==> config.mk <==
export PLATFORM = sky130hd
export DESIGN_NAME = multicycle_controller
export DESIGN_NICKNAME = d
export VERILOG_FILES = /design/src/rtl/multicycle_controller.sv
export SDC_FILE = /design/constraint.sdc
export NUM_CORES = 1
export LEC_CHECK = 0
export ABC_AREA = 1
export BUFFER_PORTS_ARGS = -buffer_cell sky130_fd_sc_hd__buf_2
export CAP_MARGIN = 30
export CORE_MARGIN = 8
export CORE_UTILIZATION = 40
export DETAILED_ROUTE_END_ITERATION = 10
export PLACE_DENSITY = 0.77
export SETUP_SLACK_MARGIN = 0.2
export SLEW_MARGIN = 20
export SYNTH_ARGS = -nofsm -noshare
export SYNTH_HDL_FRONTEND = slang
export SYNTH_SLANG_ARGS = --single-unit
==> constraint.sdc <==
create_clock -name clk -period 1.55 [get_ports clk]
set_input_delay 0.155 -clock clk [delete_from_list [all_inputs] [get_ports clk]]
set_output_delay 0.155 -clock clk [all_outputs]
set_load 0.005 [all_outputs]
==> src/rtl/multicycle_controller.sv <==
// Control FSM for a multicycle RV32I datapath sharing one memory and one ALU.
// Sequences fetch/decode/execute/writeback and flags unsupported opcodes.
module multicycle_controller (
  input  logic       clk,
  input  logic       reset,
  input  logic [6:0] op,
  input  logic [2:0] funct3,
  input  logic       funct7b5,
  input  logic       Zero,
  input  logic       MemReady,
  output logic       PCWrite,
  output logic       AdrSrc,
  output logic       MemWrite,
  output logic       IRWrite,
  output logic [1:0] ResultSrc,
  output logic [1:0] ALUSrcA,
  output logic [1:0] ALUSrcB,
  output logic [1:0] ImmSrc,
  output logic       RegWrite,
  output logic [2:0] ALUControl,
  output logic       Illegal,
  output logic [3:0] State
);

  localparam logic [3:0] S_FETCH    = 4'd0;
  localparam logic [3:0] S_DECODE   = 4'd1;
  localparam logic [3:0] S_MEMADR   = 4'd2;
  localparam logic [3:0] S_MEMREAD  = 4'd3;
  localparam logic [3:0] S_MEMWB    = 4'd4;
  localparam logic [3:0] S_MEMWRITE = 4'd5;
  localparam logic [3:0] S_EXECUTER = 4'd6;
  localparam logic [3:0] S_EXECUTEI = 4'd7;
  localparam logic [3:0] S_ALUWB    = 4'd8;
  localparam logic [3:0] S_BEQ      = 4'd9;
  localparam logic [3:0] S_JAL      = 4'd10;
  localparam logic [3:0] S_ILLEGAL  = 4'd11;

  localparam logic [6:0] OP_LW  = 7'b0000011;
  localparam logic [6:0] OP_SW  = 7'b0100011;
  localparam logic [6:0] OP_R   = 7'b0110011;
  localparam logic [6:0] OP_I   = 7'b0010011;
  localparam logic [6:0] OP_BEQ = 7'b1100011;
  localparam logic [6:0] OP_JAL = 7'b1101111;

  localparam logic [2:0] ALU_ADD = 3'b000;
  localparam logic [2:0] ALU_SUB = 3'b001;
  localparam logic [2:0] ALU_AND = 3'b010;
  localparam logic [2:0] ALU_OR  = 3'b011;
  localparam logic [2:0] ALU_SLT = 3'b101;

  logic [3:0] state_q, state_d;
  logic       illegal_q, illegal_d;
  logic       pc_write_raw, mem_write_raw, ir_write_raw, reg_write_raw;
  logic [2:0] funct_alu;

  always_comb begin
    state_d = S_FETCH;
    case (state_q)
      S_FETCH:    state_d = MemReady ? S_DECODE : S_FETCH;
      S_DECODE: begin
        case (op)
          OP_LW, OP_SW: state_d = S_MEMADR;
          OP_R:         state_d = S_EXECUTER;
          OP_I:         state_d = S_EXECUTEI;
          OP_BEQ:       state_d = S_BEQ;
          OP_JAL:       state_d = S_JAL;
          default:      state_d = S_ILLEGAL;
        endcase
      end
      S_MEMADR:   state_d = op[5] ? S_MEMWRITE : S_MEMREAD;
      S_MEMREAD:  state_d = MemReady ? S_MEMWB : S_MEMREAD;
      S_MEMWB:    state_d = S_FETCH;
      S_MEMWRITE: state_d = MemReady ? S_FETCH : S_MEMWRITE;
      S_EXECUTER: state_d = S_ALUWB;
      S_EXECUTEI: state_d = S_ALUWB;
      S_ALUWB:    state_d = S_FETCH;
      S_BEQ:      state_d = S_FETCH;
      S_JAL:      state_d = S_ALUWB;
      S_ILLEGAL:  state_d = S_ILLEGAL;
      default:    state_d = S_FETCH;
    endcase
    illegal_d = illegal_q | (state_d == S_ILLEGAL);
  end

  always_ff @(posedge clk) begin
    if (reset) begin
      state_q   <= S_FETCH;
      illegal_q <= 1'b0;
    end else begin
      state_q   <= state_d;
      illegal_q <= illegal_d;
    end
  end

  // Only the R-type subtract uses funct7b5; addi with instr[30] set stays an add.
  always_comb begin
    funct_alu = ALU_ADD;
    case (funct3)
      3'b000:  funct_alu = (op[5] & funct7b5) ? ALU_SUB : ALU_ADD;
      3'b010:  funct_alu = ALU_SLT;
      3'b110:  funct_alu = ALU_OR;
      3'b111:  funct_alu = ALU_AND;
      default: funct_alu = ALU_ADD;
    endcase
  end

  always_comb begin
    pc_write_raw  = 1'b0;
    mem_write_raw = 1'b0;
    ir_write_raw  = 1'b0;
    reg_write_raw = 1'b0;
    AdrSrc        = 1'b0;
    ResultSrc     = 2'b00;
    ALUSrcA       = 2'b00;
    ALUSrcB       = 2'b00;
    ALUControl    = ALU_ADD;
    case (state_q)
      S_FETCH: begin
        ALUSrcB      = 2'b10;
        ResultSrc    = 2'b10;
        ir_write_raw = MemReady;
        pc_write_raw = MemReady;
      end
      S_DECODE: begin
        ALUSrcA = 2'b01;
        ALUSrcB = 2'b01;
      end
      S_MEMADR: begin
        ALUSrcA = 2'b10;
        ALUSrcB = 2'b01;
      end
      S_MEMREAD: AdrSrc = 1'b1;
      S_MEMWB: begin
        ResultSrc     = 2'b01;
        reg_write_raw = 1'b1;
      end
      S_MEMWRITE: begin
        AdrSrc        = 1'b1;
        mem_write_raw = 1'b1;
      end
      S_EXECUTER: begin
        ALUSrcA    = 2'b10;
        ALUControl = funct_alu;
      end
      S_EXECUTEI: begin
        ALUSrcA    = 2'b10;
        ALUSrcB    = 2'b01;
        ALUControl = funct_alu;
      end
      S_ALUWB: reg_write_raw = 1'b1;
      S_BEQ: begin
        ALUSrcA      = 2'b10;
        ALUControl   = ALU_SUB;
        pc_write_raw = Zero;
      end
      S_JAL: begin
        ALUSrcA      = 2'b01;
        ALUSrcB      = 2'b10;
        pc_write_raw = 1'b1;
      end
      default: ;
    endcase
  end

  always_comb begin
    ImmSrc = 2'b00;
    case (op)
      OP_SW:   ImmSrc = 2'b01;
      OP_BEQ:  ImmSrc = 2'b10;
      OP_JAL:  ImmSrc = 2'b11;
      default: ImmSrc = 2'b00;
    endcase
  end

  // Write strobes are cut while reset is held so an abandoned instruction cannot commit.
  assign PCWrite  = pc_write_raw  & ~reset;
  assign MemWrite = mem_write_raw & ~reset;
  assign IRWrite  = ir_write_raw  & ~reset;
  assign RegWrite = reg_write_raw & ~reset;
  assign Illegal  = illegal_q;
  assign State    = state_q;

endmodule
==> results of run 1 <==
-- registers in the layout, summed over array words and instances (netlist names) --
| signal | cells |
|---|---|
| State | 4 |
| Illegal | 1 |
-- cell families after synthesis --
kind of cell    count (synthesis)  synth area share [%]
compound gates                 11                  14.0
buf+inv                        23                  16.0
flops                           5                  18.6
simple gates                   62                  51.4
-- report_power, final --
group          internal, W  switching [W]  leakage (nW)  total (W)
Sequential        0.000187      0.0000914        0.0434   0.000278
Combinational     0.000363       0.000471         0.464   0.000834
Clock            0.0000974      0.0000543        0.0150   0.000152
Total             0.000647       0.000617         0.523    0.00126
-- area by class of cell --
class | count | area [um^2] | area share (%)
inverter | 22 | 87.6 | 9.96
multi-input combinational | 73 | 418 | 47.5
tap | 15 | 18.8 | 2.13
clock buffer | 4 | 26.3 | 2.99
timing repair buffer | 40 | 216 | 24.6
sequential | 5 | 113 | 12.8
-- worst reg2reg max path: stages (launching register included) --
cell	delay (ns)
dfxtp_4	0.37
nor2_4	0.14
inv_2	0.07
nor2_4	0.12
inv_2	0.06
buf_4	0.13
o21ai_2	0.13
nand3_1	0.10
a21oi_2	0.11
-- Yosys cell counts, drive strengths merged (2+ instances only) --
library cell / number / area share (%)
nor3: 2 / 1.9
dfxtp: 5 / 19
o21ai: 4 / 4.4
nor2: 18 / 15
nand3: 10 / 9.3
a21oi: 2 / 2.6
nand2: 29 / 21
a31oi: 2 / 2.3
inv: 22 / 15
-- cell usage in the layout (no fill, tap or decap), drive strengths merged --
master / n
buf: 40
nor3: 2
o21ai: 4
nor2: 18
nand3: 10
nand2: 29
a31oi: 2
and3: 1
o211ai: 1
nand4: 1
dfxtp: 5
clkbuf: 4
inv: 22
a41oi: 1
a21oi: 2
nor3b: 1
o221ai: 1
-- stage by stage --
step                instance area, um^2  hold slack [ns]  std cells  util, %  setup slack (ns)
finish                              880            0.200        159     68.5             0.133
global route                        880            0.210        159     68.5            0.0580
CTS                                 833            0.184        158     64.8             0.182
detailed placement                  728            0.442        150     56.7             0.270
global placement                    728            0.435        150     56.7             0.335
floorplan                           538            0.344        101        -             0.403
-- layer usage --
metal | share of wire [%] | global-route usage (%) | vias to the layer above | routed length [um]
li1 | - | - | 403 | -
met1 | 39 | 13.4 | 352 | 750
met2 | 52 | 25.7 | 36 | 993
met3 | 9.1 | 4.83 | 0 | 174
met4 | 0 | 3.02 | 0 | 0
met5 | 0 | 0 | - | 0
-- what timing repair did --
| action | CTS | global route |
|---|---|---|
| buffers inserted | 4 | 1 |
| endpoints found under the setup margin | 10 | 13 |
| resized for setup | 17 | 15 |
| gates cloned | 0 | 0 |
| pin swaps | 5 | 8 |
-- final timing paths --
check,startpoint,to,slack [ns],cells after the start
worst max-delay path,State[2],PCWrite,0.13,6
worst min-delay path,reset,Illegal,0.20,2
worst max register to register,State[3],Illegal,0.27,8
worst min register to register,Illegal,Illegal,0.45,2
==> metrics.txt, run 1 <==
post-synth cell types 23; Synth Warn # 0; Max Clk Rate 0.706 GHz; post-route antenna net violation count 0; final hold violations 0; startpoint types register; Clock Sinks 5; detailed-route DRC error count 0; # fillers 110; global-route wire length before repair 2980 um; async set or reset register ratio after synthesis 0%; Clock Path Buffers 2; vias 791; Final Cycle Share 91.4%; dpl hpwl 1450 um; Arr. time, crit path 1.26 ns; CTS tree yes; DR pass1 iterations 4; Worst Max-Slew Pin Slew 0.272 ns; Clk pin slew, worst setup/hold paths 0.05 ns; Synth Instances 101; IO buf count 35; Leakage 0.523 nW; Initial DRC Count 15; mean area per synthesized cell 5.33 um^2; max-slew violation count 0; vias in the first global route 746; ys flop type dfxtp_1; Buf/Inv on CP 3; Crit path max-delay family flip-flops; CTS buffer count 3; die width 52.7 um; # IOs 36; fin nets 160; Tmin final 1.42 ns; status completed; root buffer cell clkbuf_4; max_cap viols 0; CTS H-tree depth 1; CP Class register to output port; Via density 4.97; crit path cell chain inv_2 -> nand2_2 -> nor3_2 -> inv_1 -> a31oi_1 -> buf_2; clock skew 0.00340 ns; All-Layer GR Usage 13.5%; Slowest cell on crit path dfxtp_4; Rel. slew slack 81.8%; Seq/Total Area, Yosys 18.6%; CP max FO 5; final WL 1920 um; share of cells above drive strength 1 51.4%; Area Growth Syn to Fin 63.5%; Clock Latency Late Sink 0.24 ns; final setup violation count 0; die height 52.7 um; Yosys reg bits 5; Post-Syn Area 538 um^2; Hold-fix buffers, CTS 0; initial antenna violation count 0; total gr overflow 0; worst vdd ir 599 uV; largest net degree at the start of global routing 10; Core Rows 13; number of synthesized flops with an enable pin 0; unrepaired setup endpoints after global routing yes; Largest stage delay, worst path 0.37 ns; Pwr Density 1440 mW/mm^2; antenna cells 0; CP endpoint kind output port; Initial Utilization 41.9%; Hold Crit Class input pin to register; die area 0.00277 mm^2; wire length per cell 12.1 um; Required @ worst endpoint 1.39 ns; GP Congestion 0.897; total core area 0.00128 mm^2; Mapped Nets 116; total power 0.00126 W; setup TNS after final layout 0 ns
(Power assumes the default switching activity.)
==> run 2, diff against run 1 <==
--- a/config.mk
+++ b/config.mk
@@ -8,10 +8,12 @@
 export ABC_AREA = 1
 export BUFFER_PORTS_ARGS = -buffer_cell sky130_fd_sc_hd__buf_2
 export CAP_MARGIN = 30
+export CELL_PAD_IN_SITES_DETAIL_PLACEMENT = 1
+export CELL_PAD_IN_SITES_GLOBAL_PLACEMENT = 1
 export CORE_MARGIN = 8
-export CORE_UTILIZATION = 40
+export CORE_UTILIZATION = 24
 export DETAILED_ROUTE_END_ITERATION = 10
-export PLACE_DENSITY = 0.77
+export PLACE_DENSITY_LB_ADDON = 0.1
 export SETUP_SLACK_MARGIN = 0.2
 export SLEW_MARGIN = 20
 export SYNTH_ARGS = -nofsm -noshare
==> run 2 against run 1 <==
  * Total power up 13%
  * Count of clock-buffer cells in the layout did not move
  * Fmax is 1.4% higher
  * Sequential share of layout area shrank 0.71 points
  * Clock power is 3% higher
  * Final cell count rose by 9.4%
  * Clock skew is 0.00063 ns higher
  * Flip-flop and latch count is the same
  * Critical path type unchanged
  * Register-to-register slack got worse by 0.05 ns
  * Cell area up 5.8%
  * Routed wire length is 21% higher
==> metrics.txt, run 2 (synthesis results as in run 1) <==
total power 0.00143 W (+13%); Required @ worst endpoint 1.39 ns (about the same); die area 0.00401 mm^2 (+45%); Leakage 0.538 nW (+3.0%); total gr overflow 0 (unchanged); largest net degree at the start of global routing 10 (unchanged); Hold Crit Class input pin to register; die width 63.3 um (+20%); initial antenna violation count 0 (unchanged); Slowest cell on crit path dfxtp_4; Final Cycle Share 90.1% (-1.3 points); reg2reg start State[2]; number of flip-flops in the largest register 4 (unchanged); Clk pin slew, worst setup/hold paths 0.04 ns (about the same); status completed; net switching power 0.000688 W (+12%); final setup violation count 0 (unchanged); most common cell after layout, fill and taps aside buf_2; root buffer cell clkbuf_4; global-route wire length before repair 3800 um (+27%); sw frac 48.1% (-0.77 points); crit path cell chain nor2_4 -> inv_2 -> nor2_4 -> inv_2 -> o211ai_1 -> buf_2; # IOs 36 (unchanged); setup TNS after final layout 0 ns (unchanged); CP max FO 4 (-1); CTS tree yes; max_cap viols 0 (unchanged); Worst Hold Launch reset; combinational share of power 70.2% (+4.2 points); worst vdd ir 706 uV (+18%); CP Class register to output port; post-route antenna net violation count 0 (unchanged); Initial DRC Count 28 (+13); placed inst area 744 um^2 (+2.2%); fin nets 162 (+1.3%); max-slew violation count 0 (unchanged); cell depth of the worst hold path 2 (unchanged); Clock Latency Late Sink 0.25 ns (about the same); clock share of power 11.0% (-1.0 points); most frequent cells in the layout 34 x buf_2, 21 x nand2_1, 16 x inv_1; share of cells above drive strength 1 52.7% (+1.4 points); # fillers 316 (+190%); antenna cells 0 (unchanged); final cell count without fillers 174 (+9.4%); Reg power frac 18.8% (-3.2 points); multi-input logic area 428 um^2 (+2.4%); CTS H-tree depth 1 (unchanged); Placed Cells 163 (+8.7%); final hold violations 0 (unchanged); CTS buffer count 3 (unchanged); total core area 0.00217 mm^2 (+69%); final worst slack 0.153 ns (+0.0201 ns); DR pass1 iterations 5 (+1); GP Congestion 0.846 (-5.7%); Area Growth Syn to Fin 73.0%; FF-to-FF End Illegal; CP endpoint kind output port; Reg area 113 um^2 (unchanged); clock skew 0.00403 ns (+0.000629 ns); IO buf count 35 (unchanged); All-Layer GR Usage 11.3% (-2.1 points); Setup Slack @ Placement 0.188 ns (-0.0820 ns); wire length per cell 13.3 um (+10%); Pwr Density 1540 mW/mm^2 (+7.1%); Via density 4.59 (-7.8%); reg-to-reg setup timing slack 0.22 ns (-0.05 ns); detailed-route DRC error count 0 (unchanged); vias in the first global route 834 (+12%); die height 63.3 um (+20%); fin area 931 um^2 (+5.8%); final WL 2310 um (+21%); Rel. slew slack 82.1% (+0.36 points); WHS Endpoint Illegal; dpl hpwl 1790 um (+24%); Clock Sinks 5 (unchanged); vias 798 (+0.88%); Hold-fix buffers, CTS 0 (unchanged); Largest stage delay, worst path 0.36 ns (about the same); Initial Utilization 24.8% (-17 points); Worst Max-Slew Pin Slew 0.267 ns (-0.00536 ns); Arr. time, crit path 1.24 ns (-0.02 ns); cell-internal power 0.000744 W (+15%); reg2reg path depth 9 (+1); Core Rows 17 (+4); Max Clk Rate 0.716 GHz (+1.4%); startpoint types register; Tmin final 1.40 ns (-0.0201 ns); unrepaired setup endpoints after global routing yes; Clock Path Buffers 2 (unchanged)
==> run 2: timing repair <==
action,CTS,global route
pin swaps,4,8
endpoints found under the hold margin,0,0
endpoints found under the setup margin,11,14
gates resized for setup,17,18
setup buffers,4,3
==> run 2: how the worst max path moves through the flow <==
stage             start       endpoint  slack, ns  cells after the start
6_report       State[2]     ALUSrcB[0]       0.15                      6
3_5_place_dp   State[2]  ALUControl[0]       0.19                      5
2_1_floorplan  State[3]        Illegal       0.40                      9
4_1_cts        State[3]  ALUControl[0]       0.14                      6
5_1_grt        State[2]     ALUSrcB[0]       0.08                      6
3_3_place_gp   State[2]  ALUControl[0]       0.23                      5
==> run 2: final cells by class <==
cell class              instances  share of cell area [%]
multi-input cells              73                    46.0
repair buffers                 42                    25.9
flip-flops and latches          5                    12.1
inverters                      22                    9.41
well taps                      28                    3.76
clock buffers                   4                    2.82
==> run 2: metal layers <==
| layer | track usage [%] | vias to the layer above | share of wire, % |
|---|---|---|---|
| li1 | - | 410 | - |
| met1 | 12.2 | 366 | 38 |
| met5 | 0 | - | 0 |
| met4 | 4.18 | 0 | 0.73 |
| met3 | 4.24 | 2 | 6.0 |
| met2 | 19.6 | 20 | 55 |
==> run 2: power groups by stage <==
stage               clock network (W)  registers, W  logic [W]
finish                       0.000157      0.000269    0.00101
global route                 0.000170      0.000284    0.00110
CTS                          0.000160      0.000255   0.000800
detailed placement                  0      0.000232   0.000712
global placement                    0      0.000228   0.000721
floorplan                           0      0.000229   0.000426
==> run 2: critical path, delay by kind of cell, from the launching register on <==
family | cells | cell delay, ns
and+or+nand+nor | 2 | 0.26
DFF | 1 | 0.36
AOI/OAI and AO/OA | 1 | 0.08
buffers and inverters | 3 | 0.30
==> run 2: through the flow <==
step	utilization [%]	hold WS, ns
after floorplan	-	0.344
after global placement	34.3	0.446
after detailed placement	34.3	0.452
after CTS	38.9	0.189
after global routing	42.9	0.198
final	42.9	0.195
==> run 3, diff against run 2 <==
--- a/config.mk
+++ b/config.mk
@@ -14,7 +14,6 @@
 export CORE_UTILIZATION = 24
 export DETAILED_ROUTE_END_ITERATION = 10
 export PLACE_DENSITY_LB_ADDON = 0.1
-export SETUP_SLACK_MARGIN = 0.2
 export SLEW_MARGIN = 20
 export SYNTH_ARGS = -nofsm -noshare
 export SYNTH_HDL_FRONTEND = slang
==> constraint.sdc (replaced) <==
create_clock -name clk -period 1.3 [get_ports clk]
set_input_delay 0.13 -clock clk [delete_from_list [all_inputs] [get_ports clk]]
set_output_delay 0.13 -clock clk [all_outputs]
set_load 0.005 [all_outputs]
==> run 3 against run 2 <==
  * The flow now finishes with violations (negative setup slack)
  * First-iteration DRC count shrank 57%
  * Clock power increased by 13%
  * Combinational power increased by 11%
  * Clock skew decreased by 0.0040 ns
  * Count of clock-buffer cells in the layout stayed put
  * Via count fell by 2.5%
  * Register-to-register slack got worse by 0.23 ns
  * Utilization fell by 0.46 points
  * Flip-flop and latch count is the same
  * Hold slack got worse by 0.0021 ns
  * Die area stayed put
  * Largest cell class unchanged
==> metrics.txt, run 3 (synthesis results as in run 1) <==
initial antenna violation count 0 (unchanged); antenna cells 0 (unchanged); Initial DRC Count 12 (-57%); IO buf count 35 (unchanged); total core area 0.00217 mm^2 (unchanged); max-slew violation count 0 (unchanged); DR pass1 iterations 4 (-1); cell depth of the worst hold path 2 (unchanged); reg2reg path depth 8 (-1); crit path cell chain nor2_2 -> inv_1 -> o21ai_0 -> buf_2; startpoint types register; most frequent cells in the layout 35 x buf_2, 22 x nand2_1, 15 x inv_1; Max Clk Rate 0.733 GHz; die area 0.00401 mm^2 (unchanged); max_cap viols 0 (unchanged); Setup Slack @ Placement -0.0152 ns (-0.204 ns); dpl hpwl 1870 um (+4.6%); Worst Max-Slew Pin Slew 0.271 ns (+0.00405 ns); final worst slack -0.0640 ns (-0.217 ns); final WL 2240 um (-3.3%); post-route antenna net violation count 0 (unchanged); Initial Utilization 24.8% (unchanged); die height 63.3 um (unchanged); Rel. slew slack 81.8% (-0.27 points); Arr. time, crit path 1.23 ns (about the same); die width 63.3 um (unchanged); final hold violations 0 (unchanged); Clock Sinks 5 (unchanged); CTS H-tree depth 1 (unchanged); Core Rows 17 (unchanged); Pwr Density 1760 mW/mm^2 (+14%); Slowest cell on crit path dfxtp_2; total gr overflow 0 (unchanged); CTS buffer count 3 (unchanged); unrepaired setup endpoints after global routing yes; Clock Latency Late Sink 0.24 ns (about the same); number of flip-flops in the largest register 4 (unchanged); Fin Hold WS 0.193 ns (-0.00214 ns); detailed-route DRC error count 0 (unchanged); GP Congestion 0.835 (-1.2%); vias 778 (-2.5%); clock skew 0.0000634 ns (-0.00396 ns); status complete, but fails checks; reg-to-reg setup timing slack -0.01 ns (-0.23 ns); final setup violation count 8 (+8); Leakage 0.526 nW (-2.3%); Buf/Inv on CP 2 (-1); CP Depth 4 (-2); global-route wire length before repair 3600 um (-5.1%); Via density 4.52 (-1.4%); Crit path max-delay family flip-flops; Hold Crit Class input pin to register; root buffer cell clkbuf_4; vias in the first global route 812 (-2.6%); CP endpoint kind output port; wire length per cell 13.0 um (-2.2%); fin nets 160 (-1.2%); Tmin final 1.36 ns; All-Layer GR Usage 10.6% (-0.75 points); worst vdd ir 727 uV (+2.9%); Required @ worst endpoint 1.17 ns (-0.22 ns); Largest stage delay, worst path 0.36 ns (about the same); Final Cycle Share 105%; # IOs 36 (unchanged); CTS tree yes; CP max FO 6 (+2); CP Class register to output port; largest net degree at the start of global routing 10 (unchanged); share of cells above drive strength 1 53.5% (+0.73 points); failing checks negative setup slack; Area Growth Syn to Fin 71.2%; most common cell after layout, fill and taps aside buf_2; Clock Path Buffers 2 (unchanged); Clk pin slew, worst setup/hold paths 0.04 ns (about the same); total power 0.00162 W (+13%)
run 3: layout make-up:
class / instances / area, um^2
Tap cell: 28 / 35.0
Timing Repair Buffer: 40 / 216
Inverter: 22 / 90.1
Multi-Input combinational cell: 73 / 440
Fill cell: 308 / 1250
Clock buffer: 4 / 26.3
Sequential cell: 5 / 113
run 3: per-stage QoR:
stage	area, um^2	util, %	setup TNS, ns	cells
6_report	921	42.4	-0.282	172
5_1_grt	921	42.4	-1.09	172
4_1_cts	848	39.1	-0.196	170
3_5_place_dp	752	34.7	-0.0152	164
3_3_place_gp	752	34.7	0	164
2_1_floorplan	538	-	0	101
run 3: worst register-to-register path: stages (launching register included):
cell and delay (ns):
dfxtp_4 0.37, nor2_4 0.17, inv_4 0.07, nor2_4 0.09
inv_2 0.06, buf_6 0.12, o21ai_4 0.16, nand3_2 0.09
a21oi_2 0.13
run 3: layer usage:
metal | vias to the layer above | GRT usage (%) | wire length, um
met5 | - | 0 | 0
met3 | 2 | 3.18 | 123
met1 | 351 | 11.5 | 893
met2 | 18 | 19.4 | 1200
li1 | 407 | - | -
met4 | 0 | 2.51 | 16
run 3: final timing paths:
kind | startpoint | endpoint
max | State[0] | ALUSrcB[1]
min | reset | Illegal
max reg2reg | State[3] | Illegal
min reg2reg | Illegal | Illegal
run 3: power breakdown:
group	leakage, nW	internal (W)	switching [W]
sequential	0.0434	0.000223	0.000107
clock	0.0150	0.000116	0.0000609
combinational	0.468	0.000488	0.000627
total	0.526	0.000827	0.000795
run 3: what timing repair did:
| item | in CTS | in global routing |
|---|---|---|
| pin swaps | 6 | 8 |
| setup endpoints to repair | 12 | 13 |
| resized for setup | 20 | 15 |
| setup buffers | 2 | 2 |
| hold buffers | 0 | 0 |
